File: src/rtl/ids_bus_arbiter_rr.sv
// ids_bus_arbiter_rr: N-master, single-slave round-robin bus arbiter.
// A master is granted one cycle after it is selected in IDLE, and there is
// always one idle cycle between two owners. The hold counter can force the
// owner off the bus after MAX_HOLD owned cycles while another master waits.
// Reads are tagged with the issuing master and returned READ_LATENCY cycles
// later, even if ownership has changed in the meantime.
// Optional feature macro: ARB_PRIO0_EN. When defined, master 0 wins every
// IDLE selection it requests and is exempt from the forced release.
module ids_bus_arbiter_rr #(
  parameter int XLEN         = 32,
  parameter int NUM_MASTERS  = 2,
  parameter int READ_LATENCY = 1,
  parameter int MAX_HOLD     = 16
) (
  input  logic                        i_clk,
  input  logic                        i_rst_n,
  input  logic [NUM_MASTERS-1:0]      i_req,
  output logic [NUM_MASTERS-1:0]      o_gnt,
  input  logic [NUM_MASTERS*XLEN-1:0] i_addr,
  input  logic [NUM_MASTERS-1:0]      i_write,
  input  logic [NUM_MASTERS-1:0]      i_read,
  input  logic [NUM_MASTERS*4-1:0]    i_size,
  input  logic [NUM_MASTERS*XLEN-1:0] i_din,
  output logic [XLEN-1:0]             o_dout,
  output logic [NUM_MASTERS-1:0]      o_rvalid,
  output logic [XLEN-1:0]             o_addr,
  output logic                        o_write,
  output logic                        o_read,
  output logic [3:0]                  o_size,
  output logic [XLEN-1:0]             o_din,
  input  logic [XLEN-1:0]             i_dout
);

  localparam int IDW = (NUM_MASTERS > 1) ? $clog2(NUM_MASTERS) : 1;
  localparam int HW  = (MAX_HOLD > 0) ? $clog2(MAX_HOLD + 1) : 1;

  typedef enum logic {S_IDLE, S_OWN} state_t;

  state_t                 state_q, state_d;
  logic [IDW-1:0]         owner_q, owner_d;
  logic [IDW-1:0]         ptr_q, ptr_d;
  logic [HW-1:0]          hold_q, hold_d;

  logic                   sel_found;
  logic [IDW-1:0]         sel_idx;
  logic [NUM_MASTERS-1:0] owner_oh;
  logic [IDW-1:0]         ptr_nxt;
  logic [HW-1:0]          hold_inc;
  logic                   force_rel;
  logic                   gnt_act;

  // Read return pipeline: valid bit and issuing master per stage.
  logic [READ_LATENCY-1:0]          vld_pipe_q;
  logic [READ_LATENCY-1:0][IDW-1:0] id_pipe_q;

  // Pick the first requester at or after the pointer, wrapping.
  always_comb begin : p_sel
    logic [NUM_MASTERS-1:0] rr_req;
    int j;
    rr_req    = i_req;
    j         = 0;
    sel_found = 1'b0;
    sel_idx   = '0;
`ifdef ARB_PRIO0_EN
    rr_req[0] = 1'b0;
`endif
    for (int i = 0; i < NUM_MASTERS; i++) begin
      j = int'(ptr_q) + i;
      if (j >= NUM_MASTERS) j = j - NUM_MASTERS;
      if (!sel_found && rr_req[j]) begin
        sel_found = 1'b1;
        sel_idx   = IDW'(j);
      end
    end
`ifdef ARB_PRIO0_EN
    if (i_req[0]) begin
      sel_found = 1'b1;
      sel_idx   = '0;
    end
`endif
  end

  // Owner decode, wrapped pointer successor and hold-limit release.
  always_comb begin
    owner_oh          = '0;
    owner_oh[owner_q] = 1'b1;
    ptr_nxt  = (owner_q == IDW'(NUM_MASTERS - 1)) ? '0 : owner_q + 1'b1;
    hold_inc = (hold_q == HW'(MAX_HOLD)) ? hold_q : hold_q + 1'b1;
    // The limit is checked against the count including the current cycle,
    // so the owner gets exactly MAX_HOLD cycles before yielding.
    force_rel = (MAX_HOLD != 0) && (hold_inc == HW'(MAX_HOLD)) &&
                (|(i_req & ~owner_oh));
`ifdef ARB_PRIO0_EN
    if (owner_q == '0) force_rel = 1'b0;
`endif
  end

  // State, owner, pointer and hold counter registers.
  always_ff @(posedge i_clk or negedge i_rst_n) begin
    if (!i_rst_n) begin
      state_q <= S_IDLE;
      owner_q <= '0;
      ptr_q   <= '0;
      hold_q  <= '0;
    end else begin
      state_q <= state_d;
      owner_q <= owner_d;
      ptr_q   <= ptr_d;
      hold_q  <= hold_d;
    end
  end

  // Next-state logic: IDLE selects, OWN holds until release or forced out.
  always_comb begin
    state_d = state_q;
    owner_d = owner_q;
    ptr_d   = ptr_q;
    hold_d  = hold_q;
    case (state_q)
      S_IDLE: begin
        if (sel_found) begin
          state_d = S_OWN;
          owner_d = sel_idx;
          hold_d  = '0;
        end
      end
      S_OWN: begin
        hold_d = hold_inc;
        if (!i_req[owner_q] || force_rel) begin
          state_d = S_IDLE;
          ptr_d   = ptr_nxt;
        end
      end
      default: state_d = S_IDLE;
    endcase
  end

  // Slave mux driven from the owner register; all zero without a grant.
  always_comb begin
    gnt_act = (state_q == S_OWN);
    o_gnt   = gnt_act ? owner_oh : '0;
    o_addr  = '0;
    o_write = 1'b0;
    o_read  = 1'b0;
    o_size  = '0;
    o_din   = '0;
    if (gnt_act) begin
      o_addr  = i_addr[owner_q*XLEN +: XLEN];
      o_write = i_write[owner_q];
      o_read  = i_read[owner_q];
      o_size  = i_size[owner_q*4 +: 4];
      o_din   = i_din[owner_q*XLEN +: XLEN];
    end
  end

  // Shift issued reads along with their master id; reset drops them.
  always_ff @(posedge i_clk or negedge i_rst_n) begin
    if (!i_rst_n) begin
      vld_pipe_q <= '0;
      id_pipe_q  <= '0;
    end else begin
      vld_pipe_q[0] <= o_read;
      id_pipe_q[0]  <= owner_q;
      for (int k = 1; k < READ_LATENCY; k++) begin
        vld_pipe_q[k] <= vld_pipe_q[k-1];
        id_pipe_q[k]  <= id_pipe_q[k-1];
      end
    end
  end

  // Return strobe goes to the master that issued the read.
  always_comb begin
    o_rvalid = '0;
    if (vld_pipe_q[READ_LATENCY-1]) o_rvalid[id_pipe_q[READ_LATENCY-1]] = 1'b1;
    o_dout = i_dout;
  end

endmodule

File: config.mk
export PLATFORM = sky130hd
export DESIGN_NAME = ids_bus_arbiter_rr
export DESIGN_NICKNAME = d
export VERILOG_FILES = /design/src/rtl/ids_bus_arbiter_rr.sv
export SDC_FILE = /design/constraint.sdc
export NUM_CORES = 1
export LEC_CHECK = 0
export ABC_AREA = 1
export CAP_MARGIN = 0
export CELL_PAD_IN_SITES_DETAIL_PLACEMENT = 0
export CELL_PAD_IN_SITES_GLOBAL_PLACEMENT = 1
export CORE_UTILIZATION = 11
export CTS_BUF_LIST = sky130_fd_sc_hd__clkbuf_4 sky130_fd_sc_hd__clkbuf_8
export CTS_CLUSTER_DIAMETER = 200
export DETAILED_ROUTE_END_ITERATION = 10
export PLACE_DENSITY = 0.86
export SYNTH_ARGS = -nofsm -noshare
export SYNTH_HDL_FRONTEND = slang
export SYNTH_SLANG_ARGS = --single-unit
File: constraint.sdc
create_clock -name i_clk -period 1.6 [get_ports i_clk]
set_input_delay 0.32 -clock i_clk [delete_from_list [all_inputs] [get_ports i_clk]]
set_output_delay 0.32 -clock i_clk [all_outputs]
set_load 0.02 [all_outputs]
======== Word-level counts from Yosys, hierarchy flattened ========
Index checks and enable logic that the tools add are counted.
Widths: inputs -> output; s select.
cells by class
  add/sub/neg operators ................... 5
  magnitude comparators ................... 8
  equal/unequal tests ..................... 3
  shifts and indexed selects .............. 3
  multiplexer cells ....................... 36
  bitwise operators ....................... 3
  reductions and logical operators ........ 10
operators by type and width
  operator             number
  $mux 32              4
  $shiftx 64x7->32     2
  $lt 32x3->1 const B  2
  $mux 1               23
  $eq 5x5->1 const B   2
  $mux 5               2
  $pmux 5 s2           1
  $shiftx 8x4->4       1
  $add 5x1->5 const B  1
  $logic_and 1x1->1    4
  $lt 1x2->1 const B   2
  $mux 2               2
  $mux 4               1
  $reduce_and 2->1     2
  $sub 1x2->3 const B  1
  $sub 2x2->3 const B  1
  $add 1x1->2 const B  1
  $and 2x2->2          1
  $demux 1 s1          2
  $ge 1x1->1 const B   2
  $ge 1x2->1 const B   1
  $ge 2x2->1 const B   1
  $logic_not 1->1      2
  $ne 2x2->1 const B   1
  6 further kinds      6
word-level totals
  flip-flop bits (word level) ............. 10
  output and inout bits ................... 106

======== Longest topological paths before layout ========
  word-level depth ........................ 11
  mapped depth ............................ 13
  gate-level depth less buffers ........... 13

======== Worst setup path before layout ========
Ideal clock, no wire load.
  path kind ............................... reg-to-output
  start ................................... register owner_q
  end ..................................... output o_addr[22]
  arrival time ............................ 1.153 ns
  path slack .............................. 0.127 ns
  cell stages (with the launch flop) ...... 4
  cells stage by stage .................... dfrtp_1 > nor2_2 > buf_2 > a22o_1
on the way
  longest elaborated chain between the ends .. 2
RTL lines
  element                 RTL line  source
  from (decl)             40        logic [IDW-1:0] owner_q, owner_d;
  from (signal assigned)  107       owner_q <= owner_d;
  $shiftx 64x7->32        148       o_addr = i_addr[owner_q*XLEN +: XLEN];
  $mux 32                 147       if (gnt_act) begin
  to (decl)               26        output logic [XLEN-1:0] o_addr,
Every way passes these cells.

======== Final worst setup path ========
  start ................................... register state_q (netlist: gnt_act)
  end ..................................... output o_addr[6]
on the way
  longest elaborated chain between the ends .. 1
RTL lines
  element                 RTL line  source
  from (decl)             39        state_t state_q, state_d;
  from (signal assigned)  106       state_q <= state_d;
  $mux 32                 147
Every way passes these cells.

==> results.toml <==
[worst_setup_path]
cp-endpoint = "o_addr[6]"
critPathMaxFanout = 17
slowest_stage = "dfrtp_1"
slowest_delay_ns = 0.41
cp_common_cell = "buf_12"
path_cells = "inv_2 -> nor2_4 -> buf_12 -> buf_4 -> buf_12 -> a22o_4 -> buf_6"
r2r_cells = 13
r2r_slack_ns = 0.08
arrival_ns = 1.55
required_ns = 1.28
cp-end-kind = "primary output"
crit_type = "flip-flop to primary output"
timing.rr.end = "ptr_q"
crit_start = "gnt_act"
worstReg2RegStart = "hold_q[0]"
critical_path.startpoint_type = "flip-flop"

[place]
dp_slack_ns = -0.435
place_area_mm2 = 0.00373
hpwlAfterDp_um = 10800
gp_congestion = 0.873
numPortBuffers = 217
dp_cells = 553

[sta]
setup_slack_ns = -0.273
hold_violations = 0
finalSetupTns_ns = -16.25
fin_crit_sh_pct = 117
relSlewSlack_pct = 68.7
hold_ws_ns = 0.406
worstMarginPinSlew_ns = 0.468
maxSlewViolCount = 0
fin_worst_skew_ns = 0.00420
setup_viol = 71
rsz0062_at_grt = "true"
min_period_ns = 1.87
fmax_mhz = 534

[cts]
ctsHoldBuffers = 0
cts_buffer_depth = 2
cts_root_buf = "clkbuf_8"
htree_levels = 1
clk_latency_ns = 0.24
cts.sinks = 10
numCtsBuffers = 3
cts_tree = "built"
clk_pin_slew_ns = 0.05

[flow_run]
maxCapViolCount = 0

[synthesis]
avgSynthCellArea_um2 = 7.78
synth_edf_count = 0
synth_seq_cells = 10
async_reset_ff_share_pct = 100
synth_top_area_cell = "a22o_1"
netlist_top_cells_count = "a22o_1, buf_4, nand2_1"
synth_most_common_cell = "a22o_1"
synth_top_area_share_pct = 40.6
synthesis.nets = 372
synthTopCellsByArea = "a22o_1, dfrtp_1, buf_4"
postSynthCellCount = 194
synth_cell_types = 20
netlist_area_mm2 = 0.00151
synthFlopType = "dfrtp_1"
yosys_warnings = 0
seq_area_frac_synth_pct = 16.6

[route]
ant_nets = 0
drt_wl_total_um = 13500
first_pass_iters = 5
drc = 0
routed_via_density = 4.22
drt-initial-drc-count = 120
via_count = 2433
wire_per_inst_um = 23.4

[floorplanning]
pin_count = 282
die_width_um = 119
initial_core_util_pct = 11.4
die_h_um = 119
die-area_mm2 = 0.0142
core_area_mm2 = 0.0133
rows = 42

[pwr]
p_per_area_mw_per_mm2 = 1940
leakage_nw = 1.91
fin_total_pwr_mw = 8.34
power.ir.vdd_worst_v = 0.000659

[global_routing]
antenna_found_initial = 0
grt_use_total_pct = 17.6
grt_first_pass_wirelength_um = 17900
gr-total-overflow = 0
grt_pass1_vias = 2573
grt_max_degree = 38

[final_layout]
area_growth_pct = 184
stdcell_count = 577
fin_nets = 580
antennaDiodeCount = 0
stdcell_area_mm2 = 0.00429
finalCoreUtilization_pct = 32.3
drive_gt1_share_pct = 34.7

[min_path]
hold_class = "input pin to async pin"

[run_status]
status = "finished with violations"
violations = "negative setup slack"
critical path: cells and delay by family, from the launching register on:
kind                   cells  cell delay (ns)
and+or+nand+nor            1             0.05
buffers and inverters      5             0.62
DFF                        1             0.41
AOI/OAI and AO/OA          1             0.23
cell families (layout without fill, tap and decap cells):
logic type	count (synthesis)	count (layout)	share of synthesized area, %
compound gates	80	80	44.0
buf+inv	62	269	24.8
simple gates	39	39	11.9
flops	10	10	16.6
fa+ha+maj	2	2	1.66
xor+xnor	1	1	1.08
state kept, by name, summed over array words and instances (netlist names):
register and cells:
hold_q 5, gnt_act 1, id_pipe_q 1, owner_q 1, ptr_q 1, vld_pipe_q 1
how the worst min path moves through the flow:
stage	endpoint	depth (start not counted)	start	slack, ns
after detailed placement	ptr_q	2	ptr_q	0.47
after CTS	id_pipe_q	1	i_rst_n	0.42
after global placement	id_pipe_q	0	owner_q	0.47
final	id_pipe_q	1	i_rst_n	0.41
after floorplan	gnt_act	0	i_rst_n	0.02
after global routing	id_pipe_q	1	i_rst_n	0.44
layout by cell type, fill, tap and decap left out, types with 2 or more instances in the layout:
cell type / instances
ha_1: 2
o21ai_0: 4
nand2_1: 20
inv_2: 5
nor2_2: 3
buf_4: 13
dlygate4sd2_1: 2
clkbuf_8: 4
buf_8: 2
a22o_4: 12
dfrtp_1: 9
clkdlybuf4s50_1: 143
clkbuf_16: 2
nor2_1: 2
buf_12: 9
o21ai_1: 4
nand3_1: 5
buf_6: 77
nand2_2: 5
a22o_1: 58
inv_1: 9
area by class of cell:
type / count / area (um2)
clock buffer: 4 / 55.1
tap: 176 / 220
timing repair buffer: 250 / 2710
multi-input combinational: 122 / 1000
inverter: 15 / 58.8
sequential: 10 / 251
fill: 1367 / 9000
report_power, final:
group / total, mW / switching (mW) / internal, mW
clock: 0.317 / 0.101 / 0.216
combinational: 7.55 / 3.59 / 3.96
sequential: 0.474 / 0.114 / 0.360
what timing repair did:
action,in CTS,in global routing
gates cloned,2,2
setup buffers,12,5
pin swaps,32,35
hold endpoints to repair,0,0
endpoints found under the setup margin,74,74
resized for setup,350,33
routing by layer:
metal | GRT usage [%] | up-vias | wire, um
li1 | - | 1096 | -
met1 | 16.2 | 1128 | 4190
met2 | 28.3 | 179 | 5980
met3 | 15.9 | 30 | 2870
met4 | 4.51 | 0 | 431
met5 | 0 | - | 0
Note: power is estimated with default switching activity, not from simulation.
